### src/rtl/mips_pkg.sv
// Shared opcode, ALUOp, mux-select and state encodings for the multicycle controller.
// Optional macro MULTICYCLE_CTRL_JUMP_EN adds the JUMP state and the j opcode dispatch.
package mips_pkg;

   localparam logic [5:0] OPC_RTYPE = 6'b000000;
   localparam logic [5:0] OPC_LW    = 6'b100011;
   localparam logic [5:0] OPC_SW    = 6'b101011;
   localparam logic [5:0] OPC_BEQ   = 6'b000100;
   localparam logic [5:0] OPC_J     = 6'b000010;

   localparam logic [2:0] ALUOP_ADD   = 3'b000;
   localparam logic [2:0] ALUOP_FUNCT = 3'b001;
   localparam logic [2:0] ALUOP_SUB   = 3'b010;

   localparam logic [1:0] SRCB_REG     = 2'b00;
   localparam logic [1:0] SRCB_FOUR    = 2'b01;
   localparam logic [1:0] SRCB_IMM     = 2'b10;
   localparam logic [1:0] SRCB_IMM_SHL = 2'b11;

   localparam logic [1:0] PCSRC_ALU    = 2'b00;
   localparam logic [1:0] PCSRC_BRANCH = 2'b01;
   localparam logic [1:0] PCSRC_JUMP   = 2'b10;

   localparam logic [3:0] S_FETCH    = 4'd0;
   localparam logic [3:0] S_DECODE   = 4'd1;
   localparam logic [3:0] S_MEM_ADDR = 4'd2;
   localparam logic [3:0] S_MEM_RD   = 4'd3;
   localparam logic [3:0] S_MEM_WB   = 4'd4;
   localparam logic [3:0] S_MEM_WR   = 4'd5;
   localparam logic [3:0] S_EXEC_R   = 4'd6;
   localparam logic [3:0] S_R_WB     = 4'd7;
   localparam logic [3:0] S_BRANCH   = 4'd8;
`ifdef MULTICYCLE_CTRL_JUMP_EN
   localparam logic [3:0] S_JUMP     = 4'd9;
`endif
   localparam logic [3:0] S_HALT     = 4'd10;

   typedef struct packed {
      logic       pc_write;
      logic       ir_write;
      logic       reg_write;
      logic       mem_write;
      logic       mem_read;
      logic       mem_to_reg;
      logic       reg_dst;
      logic       alu_src_a;
      logic       i_or_d;
      logic [1:0] alu_src_b;
      logic [1:0] pc_src;
      logic [2:0] alu_op;
   } ctrl_t;

   // Opcode dispatch out of DECODE; anything unrecognised is treated as illegal.
   function automatic logic [3:0] decode_next(input logic [5:0] opc);
      case (opc)
         OPC_RTYPE:      return S_EXEC_R;
         OPC_LW, OPC_SW: return S_MEM_ADDR;
         OPC_BEQ:        return S_BRANCH;
`ifdef MULTICYCLE_CTRL_JUMP_EN
         OPC_J:          return S_JUMP;
`endif
         default:        return S_HALT;
      endcase
   endfunction

   function automatic logic [2:0] alu_ctl(input logic [3:0] st);
      case (st)
         S_EXEC_R: return ALUOP_FUNCT;
         S_BRANCH: return ALUOP_SUB;
         default:  return ALUOP_ADD;
      endcase
   endfunction

endpackage

### src/rtl/mc_wait_timer.sv
// Memory wait-state watchdog: down-counter reloaded on clr, decremented on en;
// expired flags the en cycle that exhausts the LIMIT budget.
module mc_wait_timer #(
   parameter int unsigned LIMIT = 15
) (
   input  logic clk,
   input  logic rst_n,
   input  logic clr,
   input  logic en,
   output logic expired
);

   localparam logic [7:0] LOAD = 8'(LIMIT - 1);

   logic [7:0] cnt;

   always_ff @(posedge clk or negedge rst_n) begin
      if (!rst_n) begin
         cnt <= LOAD;
      end else if (clr) begin
         cnt <= LOAD;
      end else if (en && (cnt != 8'd0)) begin
         cnt <= cnt - 8'd1;
      end
   end

   assign expired = en && (cnt == 8'd0);

endmodule

### src/rtl/multicycle_ctrl.sv
// Multicycle MIPS-style control FSM with memory wait-state watchdog and sticky fault.
// Optional macro MULTICYCLE_CTRL_JUMP_EN enables the j instruction (JUMP state).
//
// state    | meaning
// ---------+-------------------------------------------------------------
// FETCH    | read instruction at PC, PC+4; IR/PC written on mem_ready
// DECODE   | compute branch target, dispatch on Opc
// MEM_ADDR | effective address = base + imm
// MEM_RD   | load access, wait for mem_ready
// MEM_WB   | write load data to rt
// MEM_WR   | store access, wait for mem_ready
// EXEC_R   | R-type ALU operation via funct
// R_WB     | write ALU result to rd
// BRANCH   | beq compare, PC <= target when zero
// JUMP     | PC <= jump target (only with MULTICYCLE_CTRL_JUMP_EN)
// HALT     | illegal opcode or timeout, left only by reset
module multicycle_ctrl #(
   parameter int unsigned MEM_TIMEOUT = 15
) (
   input  logic       clk,
   input  logic       rst_n,
   input  logic [5:0] Opc,
   input  logic       mem_ready,
   input  logic       zero,
   output logic       PCWrite,
   output logic       IRWrite,
   output logic       RegWrite,
   output logic       MemToWrite,
   output logic       MemRead,
   output logic       Memtoreg,
   output logic       RegDst,
   output logic       ALUSrcA,
   output logic       IorD,
   output logic [1:0] ALUSrcB,
   output logic [1:0] PCSrc,
   output logic [2:0] ALUOp,
   output logic       fault,
   output logic [3:0] state_o
);

   import mips_pkg::*;

   logic [3:0] state, state_nxt;
   logic       fault_q, fault_nxt;
   logic       active;
   logic       wait_st;
   logic       tmr_en, tmr_clr, expired;
   ctrl_t      ctrl;

   // Keeps the controller idle until the first edge after reset release.
   always_ff @(posedge clk or negedge rst_n) begin
      if (!rst_n) begin
         active <= 1'b0;
      end else begin
         active <= 1'b1;
      end
   end

   always_ff @(posedge clk or negedge rst_n) begin
      if (!rst_n) begin
         state   <= S_FETCH;
         fault_q <= 1'b0;
      end else begin
         state   <= state_nxt;
         fault_q <= fault_nxt;
      end
   end

   assign wait_st = (state == S_FETCH) || (state == S_MEM_RD) || (state == S_MEM_WR);
   assign tmr_en  = active && wait_st && !mem_ready;
   assign tmr_clr = !active || (state_nxt != state);

   mc_wait_timer #(
      .LIMIT (MEM_TIMEOUT)
   ) u_wait_timer (
      .clk     (clk),
      .rst_n   (rst_n),
      .clr     (tmr_clr),
      .en      (tmr_en),
      .expired (expired)
   );

   always_comb begin
      state_nxt = state;
      fault_nxt = fault_q;
      if (active) begin
         case (state)
            S_FETCH: begin
               if (mem_ready) begin
                  state_nxt = S_DECODE;
               end else if (expired) begin
                  state_nxt = S_HALT;
                  fault_nxt = 1'b1;
               end
            end
            S_DECODE: begin
               state_nxt = decode_next(Opc);
               if (decode_next(Opc) == S_HALT) begin
                  fault_nxt = 1'b1;
               end
            end
            S_MEM_ADDR: begin
               if (Opc == OPC_LW) begin
                  state_nxt = S_MEM_RD;
               end else if (Opc == OPC_SW) begin
                  state_nxt = S_MEM_WR;
               end else begin
                  state_nxt = S_HALT;
                  fault_nxt = 1'b1;
               end
            end
            S_MEM_RD: begin
               if (mem_ready) begin
                  state_nxt = S_MEM_WB;
               end else if (expired) begin
                  state_nxt = S_HALT;
                  fault_nxt = 1'b1;
               end
            end
            S_MEM_WR: begin
               if (mem_ready) begin
                  state_nxt = S_FETCH;
               end else if (expired) begin
                  state_nxt = S_HALT;
                  fault_nxt = 1'b1;
               end
            end
            S_MEM_WB: state_nxt = S_FETCH;
            S_EXEC_R: state_nxt = S_R_WB;
            S_R_WB:   state_nxt = S_FETCH;
            S_BRANCH: state_nxt = S_FETCH;
`ifdef MULTICYCLE_CTRL_JUMP_EN
            S_JUMP:   state_nxt = S_FETCH;
`endif
            S_HALT: begin
               state_nxt = S_HALT;
               fault_nxt = 1'b1;
            end
            default: begin
               state_nxt = S_HALT;
               fault_nxt = 1'b1;
            end
         endcase
      end
   end

   // Moore decode from state; only the FETCH IR/PC strobes and the beq PC strobe look at inputs.
   always_comb begin
      ctrl        = '0;
      ctrl.alu_op = alu_ctl(state);
      case (state)
         S_FETCH: begin
            ctrl.mem_read  = 1'b1;
            ctrl.alu_src_b = SRCB_FOUR;
            ctrl.pc_src    = PCSRC_ALU;
            ctrl.ir_write  = mem_ready;
            ctrl.pc_write  = mem_ready;
         end
         S_DECODE: begin
            ctrl.alu_src_b = SRCB_IMM_SHL;
         end
         S_MEM_ADDR: begin
            ctrl.alu_src_a = 1'b1;
            ctrl.alu_src_b = SRCB_IMM;
         end
         S_MEM_RD: begin
            ctrl.mem_read = 1'b1;
            ctrl.i_or_d   = 1'b1;
         end
         S_MEM_WB: begin
            ctrl.reg_write  = 1'b1;
            ctrl.mem_to_reg = 1'b1;
         end
         S_MEM_WR: begin
            ctrl.mem_write = 1'b1;
            ctrl.i_or_d    = 1'b1;
         end
         S_EXEC_R: begin
            ctrl.alu_src_a = 1'b1;
            ctrl.alu_src_b = SRCB_REG;
         end
         S_R_WB: begin
            ctrl.reg_write = 1'b1;
            ctrl.reg_dst   = 1'b1;
         end
         S_BRANCH: begin
            ctrl.alu_src_a = 1'b1;
            ctrl.alu_src_b = SRCB_REG;
            ctrl.pc_src    = PCSRC_BRANCH;
            ctrl.pc_write  = zero;
         end
`ifdef MULTICYCLE_CTRL_JUMP_EN
         S_JUMP: begin
            ctrl.pc_src   = PCSRC_JUMP;
            ctrl.pc_write = 1'b1;
         end
`endif
         default: ;
      endcase
      if (!active) begin
         ctrl = '0;
      end
   end

   assign PCWrite    = ctrl.pc_write;
   assign IRWrite    = ctrl.ir_write;
   assign RegWrite   = ctrl.reg_write;
   assign MemToWrite = ctrl.mem_write;
   assign MemRead    = ctrl.mem_read;
   assign Memtoreg   = ctrl.mem_to_reg;
   assign RegDst     = ctrl.reg_dst;
   assign ALUSrcA    = ctrl.alu_src_a;
   assign IorD       = ctrl.i_or_d;
   assign ALUSrcB    = ctrl.alu_src_b;
   assign PCSrc      = ctrl.pc_src;
   assign ALUOp      = ctrl.alu_op;
   assign fault      = fault_q;
   assign state_o    = state;

endmodule

### config.mk
export PLATFORM = sky130hd
export DESIGN_NAME = multicycle_ctrl
export DESIGN_NICKNAME = d
export VERILOG_FILES = /design/src/rtl/mips_pkg.sv /design/src/rtl/mc_wait_timer.sv /design/src/rtl/multicycle_ctrl.sv
export SDC_FILE = /design/constraint.sdc
export NUM_CORES = 1
export LEC_CHECK = 0
export ABC_CLOCK_PERIOD_IN_PS = 2950
export BUFFER_PORTS_ARGS = -buffer_cell sky130_fd_sc_hd__buf_2
export CELL_PAD_IN_SITES_DETAIL_PLACEMENT = 2
export CELL_PAD_IN_SITES_GLOBAL_PLACEMENT = 2
export CORE_MARGIN = 4
export CORE_UTILIZATION = 30
export CTS_CLUSTER_SIZE = 40
export DETAILED_ROUTE_END_ITERATION = 16
export PLACE_DENSITY = 0.76
export SLEW_MARGIN = 25
export SYNTH_ARGS = -nofsm -noshare
export SYNTH_HDL_FRONTEND = slang
export SYNTH_SLANG_ARGS = --single-unit
### constraint.sdc
create_clock -name clk -period 2.95 [get_ports clk]
set_input_delay 0 -clock clk [delete_from_list [all_inputs] [get_ports clk]]
set_output_delay 0 -clock clk [all_outputs]
set_load 0.005 [all_outputs]
=== Word level (Yosys, flattened, before mapping) ===
Index checks and enable logic that the tools add are counted.

* Add/subtract/negate cells: 1
* Equality and inequality tests: 18
* Mux-type cells: 32
* Bitwise operators: 1
* Reduce and logical (&&, ||, !) cells: 23

{| class="wikitable"
|+ Operators with widths
! operator !! count
|-
| 2-to-1 mux 4 bit || 9
|-
| case mux 4 bit (7 select lines) || 1
|-
| == test 4 x 3 -> 1 bit (second input constant) || 4
|-
| 2-to-1 mux 16 bit || 1
|-
| 2-to-1 mux 8 bit || 2
|-
| 2-to-1 mux 1 bit || 14
|-
| == test 6 bit (second input constant) || 2
|-
| case mux 4 bit (3 select lines) || 1
|-
| OR reduction 3 bit || 3
|-
| == test 4 x 2 -> 1 bit (second input constant) || 2
|-
| == test 4 bit (second input constant) || 2
|-
| zero test 8 bit || 1
|-
| != test 2 bit (second input constant) || 4
|-
| nonzero test 8 bit || 1
|-
| OR reduction 2 bit || 4
|-
| subtractor 8 x 1 -> 8 bit (second input constant) || 1
|-
| AND reduction 7 bit || 1
|-
| == test 6 x 3 -> 1 bit (second input constant) || 1
|-
| zero test 6 bit || 1
|-
| case mux 2 bit (3 select lines) || 1
|-
| == test 4 x 1 -> 1 bit (second input constant) || 1
|-
| logical AND 1 bit || 4
|-
| zero test 4 bit || 1
|-
| != test 4 bit || 1
|-
| 9 further kinds || 12
|}

* Bits in registers: 14
* Input bits: 10
* Output and inout bits: 21
* Logic and storage cells: 79

=== Depth between registers and ports, before layout ===
* Word-level depth: 13
* Mapped depth: 10
* Mapped depth without buffers: 8

=== Hierarchy ===
From an unflattened synthesis, not the netlist that was laid out.

* Cell total of the unflattened synthesis: 159
* Area, all modules: 1252.5 um2

{| class="wikitable"
|+ Modules (own cells, without submodules)
! module !! times used !! cells each !! area each (um2) !! sequential area each (um2)
|-
| multicycle_ctrl || 1 || 111 || 788.3 || 150.1
|-
| mc_wait_timer || 1 || 48 || 464.2 || 203.9
|}

=== Worst setup path before layout ===
No wires, ideal clock.

* Path kind: flip-flop to flip-flop
* Start: register u_wait_timer.cnt[1]
* End: register u_wait_timer.cnt[1]
* Setup time: 0.082 ns
* Arrival: 2.008 ns
* Data required time: 2.868 ns
* Slack: 0.860 ns
* Stages on the path, launching flop included: 11
* Path buffers: 2
* Clock period less this slack: 2.090 ns
* Cell sequence: dfstp_2 inv_1 ha_1 or3b_2 nor2_1 or3_1 buf_2 nand4_1 nand4bb_1 buf_4 a211o_1

* Cells in the longest elaborated chain, start to end: 9
* Elaborated cells on any way between the ends: 16
* Those cells by class: add/sub (1); eq/ne (1); mux (8); reduce/logical (6)

{| class="wikitable"
|+ Ends and longest elaborated chain
! element !! RTL line !! RTL
|-
| from (decl) || mc_wait_timer.sv:15 || <nowiki>logic [7:0] cnt;</nowiki>
|-
| from (signal assigned) || mc_wait_timer.sv:23 || <nowiki>cnt <= cnt - 8'd1;</nowiki>
|-
| zero test 8 bit || mc_wait_timer.sv:27 || <nowiki>assign expired = en && (cnt == 8'd0);</nowiki>
|-
| logical AND 1 bit || mc_wait_timer.sv:27 ||
|-
| 2-to-1 mux 4 bit || multicycle_ctrl.sv:91, multicycle_ctrl.sv:115, multicycle_ctrl.sv:123 ||
|-
| 2-to-1 mux 4 bit, on equally long branches || multicycle_ctrl.sv:121, multicycle_ctrl.sv:89, multicycle_ctrl.sv:113 ||
|-
| case mux 4 bit (7 select lines) || multicycle_ctrl.sv:87 || <nowiki>case (state)</nowiki>
|-
| 2-to-1 mux 4 bit || multicycle_ctrl.sv:86 || <nowiki>if (active) begin</nowiki>
|-
| != test 4 bit || multicycle_ctrl.sv:71 || <nowiki>assign tmr_clr = !active || (state_nxt != state);</nowiki>
|-
| logical OR 1 bit || multicycle_ctrl.sv:71 ||
|-
| 2-to-1 mux 8 bit / nonzero test 2 bit (equally long branches) || - ||
|}

Parallel ways exist; a longest one is shown, timed or not. The select of a mux whose other input is x is not followed.
A chain may end at the register's enable or synchronous reset.

=== Final worst setup path ===
* Start: register state[3], in the netlist state_o[3]
* End: register u_wait_timer.cnt[1]

* Cells in the longest elaborated chain, start to end: 13
* Elaborated cells on any way between the ends: 26
* Those cells by class: eq/ne (9); mux (7); reduce/logical (10)

{| class="wikitable"
|+ Ends and longest elaborated chain
! element !! RTL line !! RTL
|-
| from (decl) || multicycle_ctrl.sv:43 || <nowiki>logic [3:0] state, state_nxt;</nowiki>
|-
| from (signal assigned) || multicycle_ctrl.sv:64 || <nowiki>state <= state_nxt;</nowiki>
|-
| == test 4 x 2 -> 1 bit / zero test 4 bit (equally long branches) || multicycle_ctrl.sv:69, multicycle_ctrl.sv:87 ||
|-
| logical OR 1 bit (2 in series) || multicycle_ctrl.sv:69 || <nowiki>assign wait_st = (state == S_FETCH) || (state == S_MEM_RD) || (state == S_MEM_WR);</nowiki>
|-
| logical AND 1 bit (2 in series) || multicycle_ctrl.sv:70 || <nowiki>assign tmr_en = active && wait_st && !mem_ready;</nowiki>
|-
| logical AND 1 bit || mc_wait_timer.sv:27 ||
|-
| 2-to-1 mux 4 bit || multicycle_ctrl.sv:91, multicycle_ctrl.sv:115, multicycle_ctrl.sv:123 ||
|-
| 2-to-1 mux 4 bit, on equally long branches || multicycle_ctrl.sv:121, multicycle_ctrl.sv:89, multicycle_ctrl.sv:113 ||
|-
| case mux 4 bit (7 select lines) || multicycle_ctrl.sv:87 ||
|-
| 2-to-1 mux 4 bit || multicycle_ctrl.sv:86 ||
|-
| != test 4 bit || multicycle_ctrl.sv:71 ||
|-
| logical OR 1 bit || multicycle_ctrl.sv:71 ||
|-
| 2-to-1 mux 8 bit / nonzero test 2 bit (equally long branches) || - ||
|}

Parallel ways exist; a longest one is shown, timed or not.

==> qor.yml <==
die:
  rows: 23
  ios: 31
  die_y_um: 73.5
  die_w_um: 73.5
  core_area_mm2: 0.00409
  dieArea_mm2: 0.00540
  start_util_pct: 31.5
global_routing:
  grt_max_degree: 22
  grt-ovfl-total: 0
  grt_usage_pct: 16.3
  met3_usage_pct: 3.69
  busiest_layer: "met2"
  grt_pass1_wl_um: 6890
  grtUsageMet2_pct: 28.7
  grtUsageMet1_pct: 20.9
  grt_pass1_vias: 1334
  antenna_found_initial: 0
setup_path:
  max_stage_delay_ps: 600
  critPathSlowestCell: "dfrtp_1"
  critPathMaxFanout: 18
  arrival_ps: 2800
  cp_num_buf_inv: 0
  path_class: "flop to flop"
  cp.depth: 6
  path_cells: "nor2b_1 > nand2b_1 > or3_1 > nand4_1 > nand4bb_1 > a211o_1"
  crit_required_ps: 3130
  cpLargestDelayFamily: "simple AND/OR/NAND/NOR gates"
  r2r_cells: 6
  cp-start-kind: "flop"
  endpoint_kind: "flop"
routing:
  drtAntennaViolNets: 0
  first_pass_iters: 4
  vias_per_cell: 5.44
  drt-wirelength-per-cell_um: 17.7
  remaining_drc_errors: 0
  wl_um: 4080
  via_count: 1251
  drt_iter0_drc: 58
timing:
  layout_worst_path_cycle_share_pct: 88.9
  fmax_ghz: 0.381
  drv_slew: 0
  setup_viol: 0
  fin_tns_setup_ps: 0
  period_minus_slack_ps: 2620
  rsz0062_at_grt: "false"
  hold_violations: 0
  finClkSkew_ps: 5.90
  relSlewSlack_pct: 57.5
  fin_ws_ps: 328
  worstMarginPinSlew_ps: 632
power:
  switching_share_pct: 46.4
  ir_worst_vdd_v: 0.000369
  power.internal_uw: 609
  clkPwrFrac_pct: 16.4
  powerDensity_mw_per_mm2: 755
  leakage_uw: 0.000641
  p_sw_uw: 526
  comb_power_share_pct: 52.1
  seq_power_share_pct: 31.5
cts:
  worst_skew_pair.late_latency_ps: 250
  cts_tree: "done"
  cts_sinks: 14
  clkTransAtPathRegs_ps: 60
  clock_path_buffers: 2
  cts_buffers: 3
  cts_root_buffer: "clkbuf_8"
  htree_num_levels: 1
  cts_setup_buffers: 0
yosys:
  synth_cell_type_count: 52
  synth_area_per_cell_um2: 8.30
  synthCells: 155
  synthFlopType: "dfrtp_1"
  syn_area_mm2: 0.00129
  yosysTopAreaCell: "dfrtp_1"
  synth_top_area_share_pct: 21.4
  ys_async_sr_fraction_pct: 100
  synth_enable_flop_cells: 0
  ys_seq_elements: 14
  synthTopCellsByArea: "dfrtp_1, nor2_1, dfstp_2"
  ys_seq_area_share_pct: 27.5
  yosys_warnings: 0
worst_hold_path:
  hold_path_class: "input pin to asynchronous set/reset pin"
cells_and_area:
  nets: 193
  drive_gt1_share_pct: 27.8
  area_delta_synth_final_pct: 16.9
  diodes: 0
outcome:
  status: "finished clean"
placement:
  post-place-ws_ps: 262
  gp_congestion: 0.814
  numPortBuffers: 28
  hpwl_um: 3200
run:
  maxCapViolCount: 0
-- state kept, by name (all words and copies together) (netlist names) --
register / flops
fault: 1
u_wait_timer.cnt: 8
state_o: 4
active: 1
-- final timing paths --
kind	slack, ps	endpoint	start
worst max-delay path	330	u_wait_timer.cnt[1]	state_o[3]
worst min register to register	460	fault	fault
min in group clk	180	state_o[1]	mem_ready
worst min-delay path	180	u_wait_timer.cnt[0]	rst_n
max in group asynchronous	2480	u_wait_timer.cnt[3]	rst_n
worst max register to register	330	u_wait_timer.cnt[1]	state_o[3]
-- cells in the final DEF, fill, tap and decap left out, types with 2 or more instances in the layout --
master    instances
nand3_1           3
nand2_1           9
or3b_2            2
dfrtp_1          10
nor4_1            3
nor2b_1           3
clkbuf_8          4
ha_1              2
or3_1             3
conb_1            3
inv_1             7
a21oi_1           9
xor2_1            3
o21ai_0           4
dfstp_2           3
nand2b_1          6
nand4_1           3
nand4b_1          2
buf_2            28
and3_1            5
o211ai_1          2
a31oi_1           3
buf_4             3
xnor2_1           5
nor2_1           22
nor3_1            2
nor4bb_1          2
a21o_1            3
nor4b_2           3
-- cells in the mapped netlist (all sizes together), types with 2 or more instances --
cell type,number
buf,9
nand2b,6
dfstp,3
nor4b,4
or3b,2
conb,2
nor2,22
o21ai,4
o211ai,2
a31oi,3
nor4,5
clkbuf,3
or3,3
a21o,3
nand3,3
nand4,3
a21oi,10
inv,7
ha,2
xor2,4
nand4b,2
xnor2,5
dfrtp,11
nor3,3
and3,5
nand2,9
nor2b,3
nor4bb,2
-- cells by family after synthesis --
| family | after synthesis | synth area share, % |
|---|---|---|
| other | 2 | 0.584 |
| adder cells (fa/ha/maj) | 2 | 1.95 |
| multiplexers | 1 | 0.778 |
| AO/OA/AOI/OAI | 30 | 15.4 |
| flip-flops | 14 | 27.5 |
| buffers and inverters | 19 | 8.07 |
| AND/OR/NAND/NOR | 78 | 39.0 |
| XOR/XNOR | 9 | 6.71 |
-- metal layers --
layer | wire [um] | up-vias
li1 | - | 602
met1 | 1890 | 623
met2 | 1980 | 24
met3 | 189 | 2
met4 | 13 | 0
met5 | 0 | -
-- layout make-up --
class,instances,area (um^2)
fillers,507,2580
multi-input cells,123,832
flip-flops and latches,14,355
repair buffers,32,173
well taps,50,62.6
clock buffers,4,55.1
inverters,7,26.3
-- repair_timing --
| item | CTS | global route |
|---|---|---|
| endpoints found under the setup margin | 0 | 1 |
| hold buffers | 1 | 0 |
| endpoints found under the hold margin | 14 | 0 |
| gates resized for setup | 0 | 1 |
-- power groups by stage --
stage	sequential, uW	clock (uW)	combinational (uW)
2_1_floorplan	269	0	507
3_3_place_gp	355	0	570
6_report	358	186	592
5_1_grt	379	202	666
4_1_cts	358	192	597
3_5_place_dp	362	0	592
-- through the flow --
| step | hold slack [ps] | util (%) | std cells | total power, uW | cell area, um^2 |
|---|---|---|---|---|---|
| finish | 177 | 36.8 | 230 | 1140 | 1500 |
| global route | 193 | 36.8 | 230 | 1250 | 1500 |
| CTS | 168 | 36.8 | 230 | 1150 | 1500 |
| detailed placement | -85.3 | 35.2 | 225 | 954 | 1440 |
| global placement | -90.5 | 35.2 | 225 | 925 | 1440 |
| floorplan | -296 | - | 156 | 776 | 1290 |
Note: power is estimated with default switching activity, not from simulation.
